===== src/rtl/radar_state_collector.sv =====
// Collects individually tagged radar samples into STATE_DIM-element observation vectors
// and hands each complete vector to the policy wrapper over a valid/ready port.
module radar_state_collector #(
    parameter int STATE_DIM      = 6,
    parameter int DATA_WIDTH     = 32,
    parameter int TIMEOUT_CYCLES = 4096,
    parameter int IDX_W          = $clog2(STATE_DIM)
) (
    input  logic                  clk,
    input  logic                  rst,
    input  logic                  in_valid,
    input  logic [IDX_W-1:0]      in_idx,
    input  logic [DATA_WIDTH-1:0] in_data,
    output logic                  in_ready,
    output logic                  state_valid,
    output logic [DATA_WIDTH-1:0] state_data [STATE_DIM],
    input  logic                  state_ready,
    output logic [15:0]           state_seq,
    output logic [15:0]           stat_frames,
    output logic [15:0]           stat_timeouts,
    output logic [15:0]           stat_dups,
    output logic [15:0]           stat_bad_idx
);
    localparam int                   CNT_W     = (TIMEOUT_CYCLES > 0) ? $clog2(TIMEOUT_CYCLES + 1) : 1;
    localparam logic [CNT_W-1:0]     CNT_LIM   = CNT_W'(TIMEOUT_CYCLES);
    localparam int                   IW1       = IDX_W + 1;
    localparam logic [IDX_W:0]       DIM       = IW1'(STATE_DIM);
    localparam logic [STATE_DIM-1:0] MASK_FULL = '1;

    logic [DATA_WIDTH-1:0] shadow_q   [STATE_DIM];
    logic [DATA_WIDTH-1:0] shadow_d   [STATE_DIM];
    logic [DATA_WIDTH-1:0] out_data_q [STATE_DIM];
    logic [DATA_WIDTH-1:0] out_data_d [STATE_DIM];
    logic [STATE_DIM-1:0]  mask_q, mask_d, idx_bit, base_mask;
    logic                  parked_q, parked_d;
    logic                  valid_q, valid_d;
    logic [CNT_W-1:0]      cnt_q, cnt_d;
    logic [15:0]           seq_q, seq_d, fcnt_q, fcnt_d;
    logic [15:0]           frames_q, frames_d, timeouts_q, timeouts_d;
    logic [15:0]           dups_q, dups_d, bad_q, bad_d;
    logic                  accept, good, complete, transfer, out_free;
    logic                  timeout_hit, timeout_drop, load_out, dup;

    function automatic logic [15:0] sat_inc(input logic [15:0] v, input logic en);
        return (en && v != 16'hFFFF) ? v + 16'd1 : v;
    endfunction

    always_comb begin
        accept   = in_valid && !parked_q;
        good     = accept && ({1'b0, in_idx} < DIM);
        idx_bit  = '0;
        if (good) idx_bit[in_idx] = 1'b1;
        transfer = valid_q && state_ready;
        out_free = !valid_q || state_ready;
        complete = good && ((mask_q | idx_bit) == MASK_FULL);
        // A sample that completes the frame on the timeout cycle beats the timeout.
        timeout_hit  = (TIMEOUT_CYCLES > 0) && !parked_q && (mask_q != '0) && (cnt_q == CNT_LIM);
        timeout_drop = timeout_hit && !complete;
        base_mask    = timeout_drop ? '0 : mask_q;
        dup          = good && !timeout_drop && ((mask_q & idx_bit) != '0);
        load_out     = (parked_q && transfer) || (complete && out_free);

        shadow_d = shadow_q;
        if (good) shadow_d[in_idx] = in_data;

        mask_d = base_mask | idx_bit;
        if (load_out) mask_d = '0;

        parked_d = parked_q;
        if (parked_q && transfer)
            parked_d = 1'b0;
        else if (complete && !out_free)
            parked_d = 1'b1;

        cnt_d = '0;
        if ((TIMEOUT_CYCLES > 0) && (mask_d != '0) && (mask_d != MASK_FULL))
            cnt_d = (base_mask == '0) ? '0 : cnt_q + CNT_W'(1);

        out_data_d = out_data_q;
        seq_d      = seq_q;
        fcnt_d     = fcnt_q;
        valid_d    = valid_q;
        if (load_out) begin
            out_data_d = shadow_d;
            seq_d      = fcnt_q;
            fcnt_d     = fcnt_q + 16'd1;
            valid_d    = 1'b1;
        end else if (transfer) begin
            valid_d = 1'b0;
        end

        frames_d   = frames_q + {15'd0, transfer};
        timeouts_d = sat_inc(timeouts_q, timeout_drop);
        dups_d     = sat_inc(dups_q, dup);
        bad_d      = sat_inc(bad_q, accept && !good);
    end

    always_ff @(posedge clk) begin
        if (rst) begin
            shadow_q   <= '{default: '0};
            out_data_q <= '{default: '0};
            mask_q     <= '0;
            parked_q   <= 1'b0;
            valid_q    <= 1'b0;
            cnt_q      <= '0;
            seq_q      <= '0;
            fcnt_q     <= '0;
            frames_q   <= '0;
            timeouts_q <= '0;
            dups_q     <= '0;
            bad_q      <= '0;
        end else begin
            shadow_q   <= shadow_d;
            out_data_q <= out_data_d;
            mask_q     <= mask_d;
            parked_q   <= parked_d;
            valid_q    <= valid_d;
            cnt_q      <= cnt_d;
            seq_q      <= seq_d;
            fcnt_q     <= fcnt_d;
            frames_q   <= frames_d;
            timeouts_q <= timeouts_d;
            dups_q     <= dups_d;
            bad_q      <= bad_d;
        end
    end

    assign in_ready      = !parked_q;
    assign state_valid   = valid_q;
    assign state_data    = out_data_q;
    assign state_seq     = seq_q;
    assign stat_frames   = frames_q;
    assign stat_timeouts = timeouts_q;
    assign stat_dups     = dups_q;
    assign stat_bad_idx  = bad_q;
endmodule

===== config.mk =====
export PLATFORM = sky130hd
export DESIGN_NAME = radar_state_collector
export DESIGN_NICKNAME = d
export VERILOG_FILES = /design/src/rtl/radar_state_collector.sv
export SDC_FILE = /design/constraint.sdc
export NUM_CORES = 1
export LEC_CHECK = 0
export ABC_CLOCK_PERIOD_IN_PS = 2700
export CORE_ASPECT_RATIO = 0.9
export CORE_MARGIN = 1.5
export CORE_UTILIZATION = 50
export CTS_BUF_LIST = sky130_fd_sc_hd__clkbuf_8
export CTS_CLUSTER_SIZE = 16
export DETAILED_ROUTE_END_ITERATION = 16
export GPL_ROUTABILITY_DRIVEN = 0
export MAX_ROUTING_LAYER = met4
export PLACE_DENSITY = 0.78
export SETUP_SLACK_MARGIN = 0.1
export SKIP_LAST_GASP = 1
export SYNTH_ARGS = -nofsm -noshare
export SYNTH_HDL_FRONTEND = slang
export SYNTH_SLANG_ARGS = --single-unit
export TNS_END_PERCENT = 100

===== constraint.sdc =====
create_clock -name clk -period 2.7 [get_ports clk]
set_clock_uncertainty 0.05 [all_clocks]
set_input_delay 0.27 -clock clk [delete_from_list [all_inputs] [get_ports clk]]
set_output_delay 0.27 -clock clk [all_outputs]
set_load 0.03 [all_outputs]

# == After elaboration in Yosys (flattened, before gate mapping) ==
# Cells that the tools add are included.
# classes
eq_ne,6
magnitude_cmp,5
bitwise_logic,5
reduce_logical,34
n_addsub,6
mux,11
# ops
op,n
192-bit bitwise mux,1
192-bit two-way mux,1
32-bit demux with 3-bit select,1
"16-bit by 1-bit adder with 16-bit output, second input constant",4
"16-bit != test, second input constant",3
32-bit two-way mux,1
1-bit logical AND,19
6-bit two-way mux,3
6-bit nonzero test,3
16-bit by 1-bit adder with 16-bit output,1
"13-bit by 1-bit adder with 13-bit output, second input constant",1
"13-bit equality test, second input constant",1
6-bit OR,2
6-bit bitwise AND,1
"6-bit equality test, second input constant",1
1-bit logical NOT,6
6-bit logical NOT,1
"6-bit != test, second input constant",1
"4-bit greater-or-equal comparator, second input constant",1
"3-bit by 4-bit less-than comparator with 1-bit output, second input constant",1
"4-bit by 1-bit less-than comparator with 1-bit output, second input constant",1
3-bit inverter with 4-bit output,1
1-bit demux with 3-bit select,1
"3-bit by 1-bit greater-or-equal comparator with 1-bit output, second input constant",1
7 further kinds,10
# word_totals
reg_bits,501
output_inout_bits,274
elab_cells,89

# == Longest topological paths before layout ==
# depth
depth_word,17
mapped_depth,11
depth_no_buf,7

# == Worst setup path after synthesis ==
# OpenSTA, ideal clock, no wires.
# synth_path
path_type,register -> register
start,reg parked_q
end,reg out_data_q (netlist bit state_data[100])
t_arrival_ns,2.418
period_less_slack_ns,2.588
stages_incl_launch_ff,11
slack_ns,0.112
n_path_buf,4
t_required_ns,2.529
cell_sequence,dfxtp_1 buf_6 nand2b_1 a211o_1 or4_1 buf_2 o21a_1 nor2_1 buf_2 buf_4 mux2_2
# synth_between
elab_chain_cells,9
# synth_rtl
item,line_no,rtl
start: declaration,35,"logic parked_q, parked_d;"
start signal: assignment,116,parked_q <= parked_d;
1-bit logical NOT,49,accept = in_valid && !parked_q;
1-bit logical AND,49,
1-bit logical AND,50,"good = accept && ({1'b0, in_idx} < DIM);"
6-bit two-way mux,52,if (good) idx_bit[in_idx] = 1'b1;
6-bit OR,55,complete = good && ((mask_q | idx_bit) == MASK_FULL);
6-bit equality test,55,
1-bit logical AND,55,
1-bit logical AND,61,load_out = (parked_q && transfer) || (complete && out_free);
1-bit logical OR,61,
end signal: assignment,114,out_data_q <= out_data_d;
end: declaration,32,logic [DATA_WIDTH-1:0] out_data_q [STATE_DIM];
# Parallel ways exist; a longest one is shown, timed or not.
# A chain may end at the register's enable or synchronous reset.

# == Worst setup path in the final report ==
# layout_path
start,reg parked_q
end,reg dups_q[15] (netlist: stat_dups[15])
# layout_between
elab_chain_cells,13
# layout_rtl
item,line_no,rtl
1-bit logical NOT (*),"49, 57",
1-bit logical AND,49,
1-bit logical AND,50,
6-bit two-way mux,52,
6-bit OR,55,
6-bit equality test,55,
1-bit logical AND,55,
1-bit logical NOT,58,timeout_drop = timeout_hit && !complete;
1-bit logical AND,58,
1-bit logical NOT,60,dup = good && !timeout_drop && ((mask_q & idx_bit) != '0);
1-bit logical AND,60,
1-bit logical AND (*),60,
1-bit logical AND (*),45,return (en && v != 16'hFFFF) ? v + 16'd1 : v;
end signal: assignment,123,dups_q <= dups_d;
end: declaration,40,"logic [15:0] dups_q, dups_d, bad_q, bad_d;"
# Mark *: on every way between the ends. The rest lies on a longest branch, timed or not.

==> metrics.md <==
| Metric | Value |
|---|---|
| Die width | 211 µm |
| CP max FO | 15 |
| Worst Tran Pin Value | 774 ps |
| Req. time, crit path | about 3200 ps |
| Sequential share of power | 50.9% |
| Clock Latency Late Sink | 640 ps |
| Flops & latches, synth | 501 |
| Worst Path Arrival | 3080 ps |
| Drt drc | 0 |
| P_int | roughly 11,000 µW |
| Most common cell after layout, fill and taps aside | dfxtp_1 |
| Unrepaired setup endpoints after global routing | true |
| Leakage | 0.00924 µW |
| Setup CP Type | flop to flop |
| GR Util All Layers | 28.4% |
| Sequential fraction of the synthesis area | 51.3% |
| Final Hold Violating Endpoints | 0 |
| Syn Area/Cell | 9.26 µm² |
| Power per cell area | 582 nW/µm² |
| Min-delay src | in_data[31] |
| Mapped Cells | 2,112 |
| Post-synth EDFFs | 0 |
| Gate power share | 3.8% |
| H-tree depth | 3 |
| Switch share | 23.6% |
| Clock root buffer | clkbuf_8 |
| Mapped Area | 19,600 µm² |
| Vias in the first global route | roughly 16k |
| Hold path cells | 3 |
| CP Capture Type | flop |
| DR WL/cell | 18.7 µm |
| CTS Buf Count | 79 |
| Crit start category | flop |
| Pin count of the biggest net entering global routing | 86 |
| Post-synth ARST share | 0% |
| Global-route wire length before repair | 85,900 µm |
| FMAX | 388 MHz |
| Post-DR vias/cell | approximately 5.5 |
| Status | complete, no violations |
| Initial DRC Count | 1,540 |
| Nets | 2,490 |
| I/O pins | about 310 |
| Post-DP HPWL | about 37,000 µm |
| Detailed Route WL | 56,800 µm |
| Starting Density | 50.8% |
| Ys flop type | dfxtp_1 |
| RR Startpoint | parked_q$_SDFFE_PP0P_ |
| Flop2flop setup slack | ~120 ps |
| # rows | 68 |
| Worst IR drop on VDD | 0.461 mV |
| Vias | 16.6k |
| Final core occ | between 60% and 70% |
| Setup_tns | 0 ps |
| CTS tree | built |
| Layout area overhead | 29.1% |
| Initial antenna violation count | 0 |
| Synth warnings | 0 |
| Hold crit path type | input pin to flop |
| Maxcap violations | 0 |
| Die height | 191 µm |
| Slew Viols, Final | 0 |
| Placeable Area | 38,500 µm² |
| Relative slew margins | 48.2% |
| Sw power | about 3500 µW |
| Max Buffers Root-to-Sink | 3 |
| R2r endpoint | stat_dups[15]$_SDFFE_PP0P_ |
| Reg clk slew, reported paths | 60 ps |
| Antenna cell count | 0 |
| Hold EP | shadow_q[31]$_SDFF_PP0_ |
| Input/output buffers | 312 |
| Clock Sink Count | 501 |
| Die area | just over 40,000 µm² |
| Syn nets | about 2.2k |
| Clock share of power | between 40% and 50% |
| Cells on worst reg2reg path | 8 |
| Fin crit period | 2580 ps |
| Most frequent cells in the layout | dfxtp_1, nand2_1, clkdlybuf4s50_1 |
| Layout cells sized above 1 | 16.6% |
| ANT nets after route | 0 |
| GRT Residual Overflow | 0 |
| Drt pass-1 iters | 6 |
| # fillers | 3,079 |
| Yosys cell types | 51 |
| Final setup viols | 0 |
| Final worst path period share | 95.4% |
-- logic make-up after synthesis --
kind of cell             count (synthesis)  share of synthesized area, %
AND/OR/NAND/NOR                        889                          22.1
flip-flops                             501                          51.3
adder cells (fa/ha/maj)                  8                         0.512
XOR/XNOR                                38                          1.70
AO/OA/AOI/OAI                          309                          8.49
buffers and inverters                  150                          3.51
multiplexers                           217                          12.4
-- metrics by stage --
step / total power, µW / area [µm²] / worst slack [ps] / std cells / hold slack [ps]
global placement: 8180 / 23500 / -316 / 2883 / 391
CTS: 14800 / 25200 / 112 / 3028 / 331
global route: 15200 / 25200 / 35.6 / 3031 / 376
floorplan: 7900 / 19600 / 112 / 2112 / 370
finish: 14700 / 25200 / 125 / 3031 / 376
detailed placement: 8200 / 23500 / -307 / 2883 / 397
-- how the worst max path moves through the flow --
stage	start	to	slack, ps	depth (start not counted)
finish	parked_q$_SDFFE_PP0P_	stat_dups[15]$_SDFFE_PP0P_	120	8
global route	parked_q$_SDFFE_PP0P_	stat_dups[15]$_SDFFE_PP0P_	40	8
floorplan	parked_q$_SDFFE_PP0P_	state_data[100]$_SDFFE_PP0P_	110	10
global placement	in_idx[0]	state_data[156]$_SDFFE_PP0P_	-320	9
CTS	parked_q$_SDFFE_PP0P_	stat_dups[4]$_SDFFE_PP0P_	110	8
detailed placement	in_idx[0]	state_data[2]$_SDFFE_PP0P_	-310	9
-- layer usage --
metal	track usage, %	up-vias	share of wire, %
met2	43.8	677	46
li1	-	7776	-
met5	-	-	0
met3	5.55	153	7.6
met4	12.0	0	4.0
met1	36.3	7960	42
-- cell usage after synthesis (2+ instances only) --
library cell / instances / area share (%)
a31oi_1: 2 / 0.064
nand2b_1: 4 / 0.13
and4_1: 9 / 0.40
nand3_1: 36 / 0.92
and3_1: 21 / 0.67
xnor2_1: 18 / 0.81
or3_1: 13 / 0.42
ha_1: 8 / 0.51
nor3_1: 21 / 0.54
o21ai_1: 2 / 0.051
buf_2: 11 / 0.28
a21oi_1: 247 / 6.3
nand3b_1: 7 / 0.27
buf_4: 21 / 0.81
buf_6: 4 / 0.23
inv_1: 11 / 0.21
xor2_1: 20 / 0.90
nor2b_1: 203 / 6.5
or4_1: 25 / 0.96
nor4_1: 6 / 0.19
clkbuf_1: 99 / 1.9
o211ai_1: 3 / 0.12
o31ai_1: 23 / 0.88
nand2_1: 438 / 8.4
dfxtp_1: 501 / 51
o21a_1: 3 / 0.12
nand4_1: 17 / 0.54
mux2i_1: 18 / 0.92
and2_1: 5 / 0.16
buf_1: 4 / 0.077
o21ai_0: 18 / 0.46
mux2_2: 199 / 11
nor3_2: 2 / 0.10
or2_2: 5 / 0.16
nor3b_1: 2 / 0.077
nor2_1: 69 / 1.3
o2111ai_1: 2 / 0.090
nand4b_1: 2 / 0.090
-- sequential cells by signal (all words and copies together) (netlist names) --
signal,count
state_valid,1
stat_frames,16
parked_q,1
shadow_q,192
stat_dups,16
cnt_q,13
fcnt_q,16
state_seq,16
stat_timeouts,16
mask_q,6
state_data,192
stat_bad_idx,16
-- cell type report --
class	count	area (µm²)	share of cell area [%]
flip-flops and latches	501	10000	39.7
clock inverters	46	319	1.26
clock buffers	98	1350	5.34
multi-input cells	1461	8910	35.3
well taps	525	657	2.60
inverters	11	41.3	0.164
repair buffers	389	3940	15.6
-- worst max-delay path, cell delays in order (launching register included) --
cell and delay (ps):
dfxtp_2 340, nand2b_4 140, a211o_1 240, or4_4 530, buf_6 140, o21a_4 210, buf_12 140, or4_1 540
a21oi_1 170
-- timing repair --
| item | 4_1_cts | 5_1_grt |
|---|---|---|
| endpoints found under the hold margin | 8 | 0 |
| buffers inserted | 0 | 2 |
| hold buffers | 1 | 0 |
| cloned | 0 | 1 |
| endpoints found under the setup margin | 130 | 154 |
| pin swaps | 1 | 6 |
| gates resized for setup | 2 | 10 |
-- power groups by stage --
stage	Sequential [µW]	Combinational (µW)	Clock, µW
final	7480	566	6660
after global routing	7480	603	7090
after CTS	7480	555	6750
after detailed placement	7640	551	0
after global placement	7640	539	0
after floorplan	7640	262	0
Note: power is estimated with default switching activity, not from simulation.
